==> config.mk <==
export PLATFORM = sky130hd
export DESIGN_NAME = qosc_iq_detector
export DESIGN_NICKNAME = d
export VERILOG_FILES = /design/src/rtl/qosc_pkg.sv /design/src/rtl/qosc_cordic_stage.sv /design/src/rtl/qosc_iq_detector.sv
export SDC_FILE = /design/constraint.sdc
export NUM_CORES = 1
export LEC_CHECK = 0
export CAP_MARGIN = 20
export CORE_ASPECT_RATIO = 1.25
export CORE_MARGIN = 2
export CORE_UTILIZATION = 50
export DETAILED_ROUTE_END_ITERATION = 10
export HOLD_SLACK_MARGIN = 0.1
export PLACE_DENSITY_LB_ADDON = 0.25
export SETUP_SLACK_MARGIN = 0.1
export SYNTH_ARGS = -nofsm -noshare
export SYNTH_HDL_FRONTEND = slang
export SYNTH_SLANG_ARGS = --single-unit
==> constraint.sdc <==
create_clock -name clk -period 5.1 [get_ports clk]
set_clock_uncertainty 0.15 [all_clocks]
set_input_delay 0.51 -clock clk [delete_from_list [all_inputs] [get_ports clk]]
set_output_delay 0.51 -clock clk [all_outputs]
set_load 0.02 [all_outputs]
==> src/rtl/qosc_pkg.sv <==
// qosc_pkg: shared widths, state encoding, gain constant and arctangent table for the IQ detector
package qosc_pkg;
    localparam int SAMPLE_W = 16;
    localparam int XY_W     = 18;
    localparam int GAIN_INV = 19898;
    localparam logic [SAMPLE_W-1:0] ATAN_TAB [16] = '{
        16'd8192, 16'd4836, 16'd2555, 16'd1297, 16'd651, 16'd326, 16'd163, 16'd81,
        16'd41,   16'd20,   16'd10,   16'd5,    16'd3,   16'd1,   16'd1,   16'd0
    };
    typedef enum logic [1:0] {IDLE, ROTATE, COMP, DONE} state_t;
    function automatic logic [SAMPLE_W-1:0] atan_lut(input logic [3:0] k);
        return ATAN_TAB[k];
    endfunction
endpackage

==> src/rtl/qosc_cordic_stage.sv <==
// qosc_cordic_stage: one combinational CORDIC vectoring micro-rotation selected by k
module qosc_cordic_stage
    import qosc_pkg::*;
(
    input  logic signed [XY_W-1:0]     x_in,
    input  logic signed [XY_W-1:0]     y_in,
    input  logic        [SAMPLE_W-1:0] z_in,
    input  logic        [3:0]          k,
    output logic signed [XY_W-1:0]     x_out,
    output logic signed [XY_W-1:0]     y_out,
    output logic        [SAMPLE_W-1:0] z_out
);
    logic signed [XY_W-1:0] xs, ys;
    logic [SAMPLE_W-1:0] a;
    // rotate toward the x axis; direction chosen by the sign of y, using pre-rotation x and y
    always_comb begin
        xs    = x_in >>> k;
        ys    = y_in >>> k;
        a     = atan_lut(k);
        x_out = y_in[XY_W-1] ? x_in - ys : x_in + ys;
        y_out = y_in[XY_W-1] ? y_in + xs : y_in - xs;
        z_out = y_in[XY_W-1] ? z_in - a : z_in + a;
    end
endmodule

==> src/rtl/qosc_iq_detector.sv <==
// qosc_iq_detector: CORDIC magnitude/phase detector for oscillator I/Q samples; define QOSC_IQ_GAIN_COMP_EN to scale mag by 1/K
module qosc_iq_detector
    import qosc_pkg::*;
#(
    parameter int ITER = 16
) (
    input  logic                       clk,
    input  logic                       rst_n,
    input  logic                       in_valid,
    output logic                       in_ready,
    input  logic signed [SAMPLE_W-1:0] i_in,
    input  logic signed [SAMPLE_W-1:0] q_in,
    output logic                       out_valid,
    input  logic                       out_ready,
    output logic        [SAMPLE_W-1:0] mag,
    output logic signed [SAMPLE_W-1:0] phase
);
    state_t state_q, state_d;
    logic [4:0] k_q, k_d;
    logic signed [XY_W-1:0] x_q, x_d, y_q, y_d, xn, yn, ix, qx;
    logic [SAMPLE_W-1:0] z_q, z_d, zn, mag_q, mag_d;
    logic signed [SAMPLE_W-1:0] phase_q, phase_d;
    logic zero_q, zero_d, in_ready_q, in_ready_d, out_valid_q, out_valid_d;

    function automatic logic [SAMPLE_W-1:0] sat(input logic signed [XY_W-1:0] v);
        return v[XY_W-1] ? '0 : (v[XY_W-2] ? '1 : v[SAMPLE_W-1:0]);
    endfunction

    qosc_cordic_stage u_stage (
        .x_in (x_q),
        .y_in (y_q),
        .z_in (z_q),
        .k    (k_q[3:0]),
        .x_out(xn),
        .y_out(yn),
        .z_out(zn)
    );

`ifdef QOSC_IQ_GAIN_COMP_EN
    logic signed [35:0] prod;
    assign prod = 36'(x_q) * 36'(GAIN_INV);
`endif

    assign ix = XY_W'(i_in);
    assign qx = XY_W'(q_in);

    // next-state logic: accept, iterate, optionally compensate, then hold the result until taken
    always_comb begin
        state_d = state_q;
        k_d     = k_q;
        x_d     = x_q;
        y_d     = y_q;
        z_d     = z_q;
        zero_d  = zero_q;
        mag_d   = mag_q;
        phase_d = phase_q;
        case (state_q)
            IDLE: if (in_valid && in_ready_q) begin
                x_d     = i_in[SAMPLE_W-1] ? -ix : ix;
                y_d     = i_in[SAMPLE_W-1] ? -qx : qx;
                z_d     = i_in[SAMPLE_W-1] ? 16'h8000 : 16'h0000;
                zero_d  = (i_in == 0) && (q_in == 0);
                k_d     = '0;
                state_d = ROTATE;
            end
            ROTATE: if (k_q == 5'(ITER)) begin
`ifdef QOSC_IQ_GAIN_COMP_EN
                x_d     = XY_W'(prod >>> 15);
                state_d = COMP;
`else
                mag_d   = sat(x_q);
                phase_d = zero_q ? '0 : z_q;
                state_d = DONE;
`endif
            end else begin
                x_d = xn;
                y_d = yn;
                z_d = zn;
                k_d = k_q + 5'd1;
            end
            COMP: begin
                mag_d   = sat(x_q);
                phase_d = zero_q ? '0 : z_q;
                state_d = DONE;
            end
            DONE: state_d = out_ready ? IDLE : DONE;
            default: state_d = IDLE;
        endcase
        in_ready_d  = state_d == IDLE;
        out_valid_d = state_d == DONE;
    end

    // state and registered handshake outputs; reset abandons any transaction in flight
    always_ff @(posedge clk or negedge rst_n) begin
        if (!rst_n) begin
            state_q     <= IDLE;
            k_q         <= '0;
            x_q         <= '0;
            y_q         <= '0;
            z_q         <= '0;
            zero_q      <= 1'b0;
            mag_q       <= '0;
            phase_q     <= '0;
            in_ready_q  <= 1'b0;
            out_valid_q <= 1'b0;
        end else begin
            state_q     <= state_d;
            k_q         <= k_d;
            x_q         <= x_d;
            y_q         <= y_d;
            z_q         <= z_d;
            zero_q      <= zero_d;
            mag_q       <= mag_d;
            phase_q     <= phase_d;
            in_ready_q  <= in_ready_d;
            out_valid_q <= out_valid_d;
        end
    end

    assign in_ready  = in_ready_q;
    assign out_valid = out_valid_q;
    assign mag       = mag_q;
    assign phase     = phase_q;
endmodule

==> metrics <==
status=finished clean; total gr overflow=0; endpoint required time on the critical path=roughly 5200 ps; Net count, final=approximately 1400; Worst setup endpoint=x_q[17]$_DFFE_PN0P_; Synth Area in XOR/XNOR=8.851%; Ys Warns=0; routed length per instance=19.21 um; Synth Area in Adders=under 10%; largest net degree at the start of global routing=69; crit path max fanout=8; depth of the CTS H-tree=3; endpoints failing hold=0; critical path endpoint category=register; most common cell after layout, fill and taps aside=nor2_1; Slew Limit Fails=0; Area growth syn-to-layout=19.47%; die area=20940 um^2; Core Rows=57; Crit-path slowest cell=mux4_2; hold crit path type=in2async; clk slew on worst S/H paths=roughly 80 ps; layout cells sized above 1=around 14%; crit-path cells=buf_12 > mux4_2 > mux4_2 > or3_4 > nor3_4 > a211oi_1 > a311oi_1 > ha_1 > a21o_1 > a21o_1 > a22oi_2 > o31ai_4 > o41ai_2 > buf_4 > o21a_1 > xnor2_1 > a221o_1; final worst-path cycle share=98.41%; final worst setup slack=slightly above 80 ps; GP Congestion=about 0.96; Register-to-Register Path Depth=17; simple-gate share of the synthesized area=roughly a fifth; beginning of the critical path=k_q[0]$_DFFE_PN0P_; unrepaired setup endpoints after global routing=true; number of distinct library cells after synthesis=77; Die W=approximately 130 um; reg2reg start=k_q[0]$_DFFE_PN0P_; I/O pins=70; synthesized area=between 9000 and 10000 um^2; initial antenna violation count=0; critical path class=reg2reg; max incr delay on CP=540 ps; vias=about 10000; actual slew at the worst max-slew pin=1053 ps; vias per std cell=6.162; critical path depth=17; sequential area share after synthesis=between 20% and 30%; first-pass GRT wire length=47750 um; GRT Total Usage=just under 30%; Sink Count=94; post-route ant nets=0; Seq cells post-synth=between 90 and 100; DR iter-0 viols=roughly 770; Core ar.=19400 um^2; multiplexer share of the synthesized area=approximately an eighth; CTS tree=yes; Antenna Cells=0; DRC violations left=0; post-synthesis compound-gate area fraction=between 20% and 30%; fin crit period=around 5000 ps; root buffer cell=clkbuf_16; worst path bufs/invs=2; max-cap violations=0; CP Launch Type=register; number of global-route vias before repair=about 9300; largest family of logic cells by synthesized area=compound AO/OA/AOI/OAI gates; cts bufs inserted=9; Syn Nets=about 1300; hold_ws=~85 ps; post-place setup slack=-19.25 ps; DR pass1 iterations=7; dpl hpwl=roughly 23000 um; Crit Reg-Reg Endpoint=x_q[17]$_DFFE_PN0P_; Worst slew margin=a little under 30%; Avg Cell Area, Syn=8.118 um^2; final WL=just over 30000 um; Crit path max-delay family=compound AO/OA/AOI/OAI gates; crit path DAT=between 5000 and 6000 ps; DIE HEIGHT=between 150 and 200 um; Clk Latency, worst-skew pair=roughly 370 ps; Post-Syn Instances=~1200; setup violators final=0; most frequent cells in the layout=nor2_1, nand2_1, a21oi_1; number of enable flip-flop cells after synthesis=0; clk buf depth=2; R2R setup slack=80 ps; main flop type after synthesis=dfrtp_1; I/O Buffers=slightly below 70; fmax=about 200 MHz; Starting Density=51.01%; FFs w/ async S/R, synth=100.0%
-- per-layer routing --
metal	track usage [%]	up-vias	routed length [um]
li1	-	4625	-
met1	35.86	4674	12170
met2	49.55	387	15130
met3	3.379	87	1715
met4	14.13	0	1456
met5	0	-	0
-- synth_stat cells (9+ instances only) --
| cell type | instances | area [um^2] |
|---|---|---|
| clkbuf_1 | 51 | 191.4 |
| nand2_1 | 129 | 484.2 |
| nor2_1 | 147 | 551.8 |
| nor3_1 | 30 | 150.1 |
| dfrtp_1 | 94 | 2352 |
| inv_1 | 28 | 105.1 |
| a21oi_1 | 98 | 490.5 |
| a21o_1 | 20 | 150.1 |
| xnor2_1 | 56 | 490.5 |
| xor2_1 | 44 | 385.4 |
| o31ai_1 | 33 | 247.7 |
| nand3_1 | 34 | 170.2 |
| mux2_2 | 9 | 101.4 |
| nor2b_1 | 15 | 93.84 |
| o21a_1 | 12 | 90.09 |
| buf_1 | 9 | 33.78 |
| a31oi_1 | 15 | 93.84 |
| o22ai_1 | 10 | 62.56 |
| ha_1 | 61 | 763.2 |
| o21ai_0 | 85 | 425.4 |
| o211ai_1 | 10 | 75.07 |
| mux2i_1 | 30 | 300.3 |
| nand2b_1 | 29 | 181.4 |
| and3_1 | 9 | 56.30 |
| mux4_2 | 30 | 675.7 |
-- how the worst min path moves through the flow --
| stage | endpoint | slack, ps | start | cells past startpoint |
|---|---|---|---|---|
| final | phase[2]$_DFFE_PN0P_ | 90 | rst_n | 1 |
| after CTS | phase[0]$_DFFE_PN0P_ | 120 | rst_n | 1 |
| after global routing | phase[2]$_DFFE_PN0P_ | 160 | rst_n | 1 |
| after global placement | phase[1]$_DFFE_PN0P_ | 310 | phase[1]$_DFFE_PN0P_ | 2 |
| after floorplan | in_ready$_DFF_PN0_ | 60 | rst_n | 0 |
| after detailed placement | mag[10]$_DFFE_PN0P_ | 320 | mag[10]$_DFFE_PN0P_ | 2 |
-- registers in the layout, indices dropped and copies added, names as in the netlist --
name	cells
in_ready	1
mag	16
state_q	2
z_q	16
out_valid	1
zero_q	1
phase	16
y_q	18
k_q	5
x_q	18
-- metrics by stage --
stage | TNS [ps] | std cells | instance area, um^2 | utilization (%)
floorplan | 0 | 1219 | 9896 | -
global placement | 0 | 1543 | 11130 | 57.35
detailed placement | -19.25 | 1543 | 11130 | 57.35
CTS | 0 | 1560 | 11470 | 59.11
global route | -203.8 | 1586 | 11820 | 60.95
finish | 0 | 1586 | 11820 | 60.95
-- layout make-up --
cell class	instances	area, um^2
sequential	94	2356
clock inverter	7	83.83
inverter	32	120.1
fill	1750	7576
multi-input combinational	1022	7249
timing repair buffer	157	1456
clock buffer	9	225.2
tap	265	331.6
-- worst reg2reg max path, cell delays in order (launching register included) --
cell	delay, ps
dfrtp_2	520
buf_12	180
mux4_2	530
mux4_2	540
or3_4	390
nor3_4	190
a211oi_1	70
a311oi_1	320
ha_1	320
a21o_1	200
a21o_1	190
a22oi_2	180
o31ai_4	120
o41ai_2	310
buf_4	170
o21a_1	160
xnor2_1	80
a221o_1	290
-- cells by family (layout without fill, tap and decap cells) --
group,count (synthesis),after routing
adder cells (fa/ha/maj),64,64
XOR/XNOR,100,100
multiplexers,75,75
flip-flops,94,94
AO/OA/AOI/OAI,340,340
AND/OR/NAND/NOR,443,443
buffers and inverters,103,205
-- what timing repair did --
action,CTS,global route
hold endpoints to repair,0,0
resized for setup,4,35
pin swaps,1,24
hold buffers,0,0
cloned,0,1
buffers inserted,1,25
setup endpoints to repair,4,9
Power is left out: the tool's default activity adds up to more than one toggle a clock period on the data nets, which glitch-free logic cannot reach.
